**src/rtl/reaction_ctrl_if.sv**
```systemverilog
// Reaction-timer player/display bus: start and react buttons in,
// reaction count, lamp and status flags out.
interface reaction_ctrl_if;
  logic start;
  logic react;
  logic Q3;
  logic Q2;
  logic Q1;
  logic Q0;
  logic led;
  logic done;
  logic early;

  // Drives buttons, observes results (player side / testbench)
  modport master (
    output start, react,
    input  Q3, Q2, Q1, Q0, led, done, early
  );

  // Controller side
  modport slave (
    input  start, react,
    output Q3, Q2, Q1, Q0, led, done, early
  );
endinterface

```
**src/rtl/reaction_ctrl.sv**
```systemverilog
// Reaction-time game controller. A start edge arms a pseudo-random delay;
// the lamp then lights and the tick count until the react edge is the score.
// Optional false-start detection is compiled in with macro EARLY_DETECT_EN.
module reaction_ctrl #(
  parameter int TICK_DIV  = 50000,
  parameter int MIN_DELAY = 4
) (
  input logic           clk,
  input logic           rst,
  reaction_ctrl_if.slave bus
);
  localparam int PW = $clog2(TICK_DIV);

  typedef enum logic [2:0] {
    S_IDLE,
    S_DELAY,
    S_ARMED,
    S_DONE
`ifdef EARLY_DETECT_EN
    , S_EARLY
`endif
  } state_t;

  state_t          r_state;
  state_t          w_next;
  logic            r_start_d;
  logic            r_react_d;
  logic [PW-1:0]   r_presc;
  logic [3:0]      r_lfsr;
  logic [4:0]      r_delay;
  logic [3:0]      r_q;
  logic            r_led;
  logic            r_done;
  logic            w_start_edge;
  logic            w_react_edge;
  logic            w_tick;

  assign w_start_edge = bus.start & ~r_start_d;
  assign w_react_edge = bus.react & ~r_react_d;
  assign w_tick       = (r_presc == PW'(TICK_DIV - 1));

  // Registered copies of the buttons for edge detection
  always_ff @(posedge clk) begin
    if (rst) begin
      r_start_d <= 1'b0;
      r_react_d <= 1'b0;
    end else begin
      r_start_d <= bus.start;
      r_react_d <= bus.react;
    end
  end

  // Free-running x^4+x^3+1 LFSR; nonzero seed keeps it out of 0000
  always_ff @(posedge clk) begin
    if (rst) r_lfsr <= 4'b1001;
    else     r_lfsr <= {r_lfsr[2:0], r_lfsr[3] ^ r_lfsr[2]};
  end

  // Tick prescaler, restarted whenever the FSM changes state
  always_ff @(posedge clk) begin
    if (rst || (w_next != r_state) || w_tick) r_presc <= '0;
    else                                      r_presc <= r_presc + 1'b1;
  end

  // FSM state register
  always_ff @(posedge clk) begin
    if (rst) r_state <= S_IDLE;
    else     r_state <= w_next;
  end

  // Next-state logic
  always_comb begin
    w_next = r_state;
    case (r_state)
      S_IDLE:  if (w_start_edge) w_next = S_DELAY;
      S_DELAY: begin
`ifdef EARLY_DETECT_EN
        // react checked first so a press on the expiry clock is still early
        if (w_react_edge)          w_next = S_EARLY;
        else if (r_delay == '0)    w_next = S_ARMED;
`else
        if (r_delay == '0)         w_next = S_ARMED;
`endif
      end
      S_ARMED: if (w_react_edge) w_next = S_DONE;
      S_DONE:  if (w_start_edge) w_next = S_DELAY;
`ifdef EARLY_DETECT_EN
      S_EARLY: if (w_start_edge) w_next = S_DELAY;
`endif
      default: w_next = S_IDLE;
    endcase
  end

  // Delay counter, reaction count and registered status outputs
  always_ff @(posedge clk) begin
    if (rst) begin
      r_delay <= '0;
      r_q     <= '0;
      r_led   <= 1'b0;
      r_done  <= 1'b0;
    end else begin
      r_led  <= (w_next == S_ARMED);
      r_done <= (w_next == S_DONE);
      case (r_state)
        S_DELAY: begin
          if (w_tick && (r_delay != '0)) r_delay <= r_delay - 1'b1;
`ifdef EARLY_DETECT_EN
          if (w_next == S_EARLY) r_q <= '1;
`endif
        end
        // react wins over a coincident tick: count freezes this cycle
        S_ARMED: if (!w_react_edge && w_tick && (r_q != '1)) r_q <= r_q + 1'b1;
        default: begin
          if (w_start_edge) begin
            r_delay <= {1'b0, r_lfsr} + 5'(MIN_DELAY);
            r_q     <= '0;
          end
        end
      endcase
    end
  end

`ifdef EARLY_DETECT_EN
  logic r_early;

  // False-start flag
  always_ff @(posedge clk) begin
    if (rst) r_early <= 1'b0;
    else     r_early <= (w_next == S_EARLY);
  end

  assign bus.early = r_early;
`else
  assign bus.early = 1'b0;
`endif

  assign bus.Q3   = r_q[3];
  assign bus.Q2   = r_q[2];
  assign bus.Q1   = r_q[1];
  assign bus.Q0   = r_q[0];
  assign bus.led  = r_led;
  assign bus.done = r_done;
endmodule
```
**src/flat_wrapper.sv**
```systemverilog
// flat-port wrapper written by rule: the top's interface ports become plain ports
module reaction_ctrl_flat 
#(
  parameter int TICK_DIV  = 50000,
  parameter int MIN_DELAY = 4
)
  (clk, rst, bus_start, bus_react, bus_Q3, bus_Q2, bus_Q1, bus_Q0, bus_led, bus_done, bus_early);
  reaction_ctrl_if bus_i ();
  input logic clk;
  input logic rst;
  input wire logic [$bits(bus_i.start)-1:0] bus_start;
  input wire logic [$bits(bus_i.react)-1:0] bus_react;
  output wire logic [$bits(bus_i.Q3)-1:0] bus_Q3;
  output wire logic [$bits(bus_i.Q2)-1:0] bus_Q2;
  output wire logic [$bits(bus_i.Q1)-1:0] bus_Q1;
  output wire logic [$bits(bus_i.Q0)-1:0] bus_Q0;
  output wire logic [$bits(bus_i.led)-1:0] bus_led;
  output wire logic [$bits(bus_i.done)-1:0] bus_done;
  output wire logic [$bits(bus_i.early)-1:0] bus_early;
  assign bus_i.start = bus_start;
  assign bus_i.react = bus_react;
  assign bus_Q3 = bus_i.Q3;
  assign bus_Q2 = bus_i.Q2;
  assign bus_Q1 = bus_i.Q1;
  assign bus_Q0 = bus_i.Q0;
  assign bus_led = bus_i.led;
  assign bus_done = bus_i.done;
  assign bus_early = bus_i.early;
  reaction_ctrl #(.TICK_DIV(TICK_DIV), .MIN_DELAY(MIN_DELAY)) u_core (.clk(clk), .rst(rst), .bus(bus_i));
endmodule
```
**config.mk**
```make
export PLATFORM = sky130hd
export DESIGN_NAME = reaction_ctrl_flat
export DESIGN_NICKNAME = d
export VERILOG_FILES = /design/src/rtl/reaction_ctrl_if.sv /design/src/rtl/reaction_ctrl.sv /design/src/flat_wrapper.sv
export SDC_FILE = /design/constraint.sdc
export NUM_CORES = 1
export LEC_CHECK = 0
export CELL_PAD_IN_SITES_DETAIL_PLACEMENT = 2
export CELL_PAD_IN_SITES_GLOBAL_PLACEMENT = 2
export CORE_MARGIN = 5
export CORE_UTILIZATION = 39
export DETAILED_ROUTE_END_ITERATION = 8
export PLACE_DENSITY_LB_ADDON = 0.1
export SLEW_MARGIN = 20
export SYNTH_ARGS = -nofsm -noshare
export SYNTH_HDL_FRONTEND = slang
export SYNTH_SLANG_ARGS = --single-unit
```
**constraint.sdc**
```tcl
create_clock -name clk -period 4.65 [get_ports clk]
set_input_delay 0.93 -clock clk [delete_from_list [all_inputs] [get_ports clk]]
set_output_delay 0.93 -clock clk [all_outputs]
set_load 0.01 [all_outputs]
```
# Word level (Yosys, flattened, before mapping)
# Index checks and enable logic that the tools add are counted.
# classes
n_bitwise,7
eq_ne,10
mux,10
multipliers,0
n_lt_le_gt_ge,0
shifts,0
reduce_logical,14
n_div,0
addsub,4
# ops
operator,n
"16-bit by 1-bit adder with 16-bit output, second input constant",1
"16-bit == test, second input constant",1
"3-bit by 2-bit == test with 1-bit output, second input constant",4
5-bit 2-to-1 mux,2
5-bit one-hot mux with 2 select lines,1
3-bit 2-to-1 mux,3
3-bit one-hot mux with 3 select lines,1
4-bit 2-to-1 mux,2
4-bit one-hot mux with 2 select lines,1
3-bit AND reduction,2
"4-bit by 3-bit adder with 5-bit output, second input constant",1
5-bit logical NOT,1
5-bit nonzero test,1
"5-bit by 1-bit subtractor with 5-bit output, second input constant",1
"4-bit by 1-bit adder with 4-bit output, second input constant",1
"2-bit by 1-bit != test with 1-bit output, second input constant",2
"4-bit != test, second input constant",1
1-bit inverter,4
2-bit nonzero test,2
"3-bit by 1-bit == test with 1-bit output, second input constant",1
1-bit logical AND,3
3-bit logical NOT,1
3-bit != test,1
1-bit AND,2
4 further kinds,5
# totals
ram_bits,0
word_cells,54
latchBits,0
n_memories,0
mem_bits_ro,0
ff_bits,36

# Depth between registers and ports, before layout
# logic_depth
depth_word,7
depth_mapped,7
depth_no_buf,6

# Least setup slack after synthesis
# No wires, ideal clock.
# synth_timing
path_kind,input -> register
start,input rst
end,register u_core.r_q[3]
setup_ps,58
stages,5
required_time_ps,4592
path_buffers,1
setup_slack_ps,2205
arrival_time_ps,2387
path_cell_list,clkbuf_1 or4b_2 or3_1 nor4_1 a211o_1
# synth_lines
element,line_no,rtl
start: declaration,flat_wrapper.sv:10,input logic rst;
end signal: assignment,reaction_ctrl.sv:112,S_ARMED: if (!w_react_edge && w_tick && (r_q != '1)) r_q <= r_q + 1'b1;
end: declaration,reaction_ctrl.sv:31,logic [3:0] r_q;

==> summary.txt <==
Route
  • Final WL: 4.603 mm
  • DR DRC count: 0
  • Number of detailed-route iterations in the first pass: 4
  • Post-DR wirelength/cell: 17.91 um
  • Number of design-rule violations left by the first detailed-router iteration: 41
  • Post-detailed-route via-to-cell ratio: 5.712
  • Remaining number of nets flagged by the antenna check after routing: 0
  • Overall via count from detail_route: 1468

Worst setup path
  • Critical Path Start Type: primary input
  • Maximum fanout encountered on the critical timing path: 19
  • Cell class contributing the biggest share of worst-path delay: simple AND/OR/NAND/NOR gates
  • Critical Path AT: 2.96 ns
  • Worst R2R Setup Slack: 2.23 ns
  • Critical setup path kind: primary input to flip-flop
  • Largest stage delay on the critical path: 0.68 ns
  • Worst reg2reg path depth: 5
  • Critical path required time: 4.89 ns
  • Beginning of the worst register-to-register path: u_core.r_presc[0]$_SDFF_PP0_
  • Worst Path Buf+Inv: 2
  • Number of stages on the worst setup path: 6
  • RR Endpoint: u_core.r_q[2]$_SDFFE_PP0P_
  • Standard cell with the maximum stage delay on the critical path: sky130_fd_sc_hd__or4b_2
  • Worst setup startpoint: rst
  • Cell breakdown of the critical path: clkdlybuf4s50_1, buf_4, or4b_2, or3_1, nor2_1, mux2_2
  • Category of the worst setup path capture point: flip-flop
  • CP endpoint: u_core.r_q[0]$_SDFFE_PP0P_

Clock tree
  • Post_cts resized: 0
  • TritonCTS clock tree: yes
  • Clock slew seen by the registers of the worst setup and hold paths: 0.08 ns
  • Num CTS Buffers: 5
  • Setup Fix Bufs, Post-CTS: 0
  • Number of hold buffers added after CTS: 0
  • Clock latency at the later pin of the worst-skew pair: 0.29 ns
  • H-tree depth: 2
  • Number of clock sinks: 36
  • Root buffer cell: sky130_fd_sc_hd__clkbuf_8
  • Clock tree buffer depth: 2

Synth
  • Synthesized instance count: 195
  • Area of the mapped netlist: 1755 um^2
  • Number of enable-type register cells in the synthesized netlist: 0
  • Share of the yosys chip area belonging to registers: 41.05%
  • Number of distinct library cell variants in the gate-level netlist after synthesis: 50
  • Number of warnings reported in the yosys synthesis log: 0
  • Synthesis-stage register bit count: 36
  • Mean cell area of the mapped netlist: 9.002 um^2
  • Proportion of register bits with asynchronous set or reset after synthesis: 0%
  • Primary flip-flop cell chosen by synthesis mapping: sky130_fd_sc_hd__dfxtp_1

GRT
  • Overall overflow remaining after global route: 0
  • Global-route wire length before repair: 8.114 mm
  • Number of antenna violations at the first check in global routing: 0
  • Largest net degree at the start of global routing: 20
  • Vias in the first global route: 1613
  • Total global routing track utilization: 17.05%

Timing
  • Min Tclk post-route: 2.717 ns
  • Final period utilization: 58.43%
  • Fin. max-slew vios: 0
  • Final setup fails: 0
  • Hold violation total from the final report: 0
  • Worst Max-Slew Pin Slew: 0.7235 ns
  • Setup repair after global routing missed its margin: no
  • Rel. slew slack: 50.52%
  • Sum of negative setup slack: 0 ns
  • Worst Slack Setup Final: 1.933 ns
  • Highest Clock Rate: 368.1 MHz
  • Worst Clk Skew: 0.005908 ns

Power and ir drop
  • Power density of the placed cells: 331.7 nW/um^2
  • Leakage power summed over all cells: 0.6753 nW
  • Total Power Consumption: 0.6615 mW
  • IR drop worst, VDD: 144.0 uV

Die
  • Count of boundary I/O pins: 11
  • Die Footprint: 5943 um^2
  • Horizontal die dimension: 77.09 um
  • Die span in y: 77.09 um
  • Total core area: 4354 um^2
  • Initial standard-cell utilization of the core: 40.32%
  • Standard-cell rows: 24

Finish
  • Commonest non-fill, non-tap cell in the layout: sky130_fd_sc_hd__dfxtp_1
  • Antenna diode instance count: 0
  • Area taken by flip-flops and latches: 720.7 um^2
  • Core occupancy in the finished layout: 45.80%
  • Most frequent cells in the layout: sky130_fd_sc_hd__dfxtp_1, sky130_fd_sc_hd__nor2_1, sky130_fd_sc_hd__nand3_1, sky130_fd_sc_hd__nor2b_1, sky130_fd_sc_hd__clkdlybuf4s50_1
  • Total area of multi-input combinational cells: 965.9 um^2
  • Number of fillers in the final layout: 484
  • Final-stage net count: 213
  • Share of post-route cells with drive strength above 1: 10.24%
  • Area grow syn2layout: 13.61%

Run status
  • Result of the run: completed

Place
  • Quantity of I/O buffers inserted on ports: 9
  • RD Place Congestion: 0.7725
  • Detailed Place HPWL: 3.286 mm
  • Pre-CTS worst setup slack: 1.638 ns

Hold path
  • Hold path depth: 1
  • Class of the most critical hold timing path: flip-flop to flip-flop

Job
  • Number of violations of the max-capacitance limit: 0
==> how the worst min path moves through the flow <==
stage	start	endpoint	slack, ns
5_1_grt	u_core.r_lfsr[1]$_SDFF_PP0_	u_core.r_lfsr[2]$_SDFF_PP0_	0.50
4_1_cts	u_core.r_lfsr[1]$_SDFF_PP0_	u_core.r_lfsr[2]$_SDFF_PP0_	0.48
3_5_place_dp	u_core.r_lfsr[1]$_SDFF_PP0_	u_core.r_lfsr[2]$_SDFF_PP0_	0.47
6_report	u_core.r_lfsr[1]$_SDFF_PP0_	u_core.r_lfsr[2]$_SDFF_PP0_	0.47
2_1_floorplan	u_core.r_lfsr[0]$_SDFF_PP1_	u_core.r_lfsr[1]$_SDFF_PP0_	0.44
3_3_place_gp	u_core.r_lfsr[0]$_SDFF_PP1_	u_core.r_lfsr[1]$_SDFF_PP0_	0.45
==> cells by family (layout without fill, tap and decap cells) <==
group	count (synthesis)	count (layout)	share of synthesized area (%)
simple gates	93	93	30.65
flops	36	36	41.05
mux	1	1	0.6414
other cells	1	2	0.2136
xor+xnor	12	12	5.987
compound gates	30	30	13.19
fa+ha+maj	5	5	3.564
buf+inv	17	26	4.705
==> power by group <==
part | total (mW) | internal [mW] | switching, mW | leakage [nW]
sequential | 0.327 | 0.317 | 0.00951 | 0.293
combinational | 0.0555 | 0.0240 | 0.0315 | 0.328
clock | 0.279 | 0.159 | 0.121 | 0.0541
==> metal layers <==
layer / GRT usage (%) / routed length, um
met1: 19.01 / 1911
met2: 30.98 / 2478
met3: 3.864 / 130
met4: 6.701 / 82
met5: 0 / 0
==> registers in the layout, indices dropped and copies added (netlist names) <==
signal and cells:
u_core.r_react_d 1, u_core.r_delay 5, u_core.bus.done 1, u_core.r_presc 16
u_core.r_q 4, u_core.r_lfsr 4, u_core.r_start_d 1, u_core.r_state 3
u_core.bus.led 1
==> worst register-to-register path, stage by stage (launching register included) <==
cell and delay, ns:
sky130_fd_sc_hd__dfxtp_1 0.44, sky130_fd_sc_hd__ha_1 0.29, sky130_fd_sc_hd__nand3_1 0.21, sky130_fd_sc_hd__nor4_1 0.66, sky130_fd_sc_hd__a211oi_1 0.30, sky130_fd_sc_hd__a221o_1 0.41
==> synthesized netlist by cell type, types with 5 or more instances <==
cell type | count | area (um^2)
sky130_fd_sc_hd__nor2b_1 | 9 | 56.30
sky130_fd_sc_hd__nor4_1 | 5 | 31.28
sky130_fd_sc_hd__nand2_1 | 7 | 26.28
sky130_fd_sc_hd__nor3b_1 | 7 | 52.55
sky130_fd_sc_hd__inv_1 | 7 | 26.28
sky130_fd_sc_hd__dfxtp_1 | 36 | 720.7
sky130_fd_sc_hd__or3_1 | 5 | 31.28
sky130_fd_sc_hd__clkbuf_1 | 7 | 26.28
sky130_fd_sc_hd__nor2_1 | 21 | 78.83
sky130_fd_sc_hd__nand3_1 | 9 | 45.04
sky130_fd_sc_hd__xnor2_1 | 8 | 70.07
sky130_fd_sc_hd__ha_1 | 5 | 62.56
sky130_fd_sc_hd__a21oi_1 | 7 | 35.03
==> stage by stage <==
step | hold WS [ns] | instance area [um^2] | std cells
final | 0.4727 | 1994 | 257
after global routing | 0.5024 | 1994 | 257
after CTS | 0.4771 | 1984 | 257
after detailed placement | 0.4684 | 1873 | 249
after global placement | 0.4541 | 1873 | 249
after floorplan | 0.4379 | 1759 | 196
==> final cells by class <==
class                           instances  area share, %
Clock buffer                            5          3.450
Clock inverter                          3          2.133
Multi-Input combinational cell        143          48.43
Timing Repair Buffer                   11          5.270
Sequential cell                        36          36.14
Inverter                                7          1.317
Tap cell                               52          3.262
Note: power is estimated with default switching activity, not from simulation.
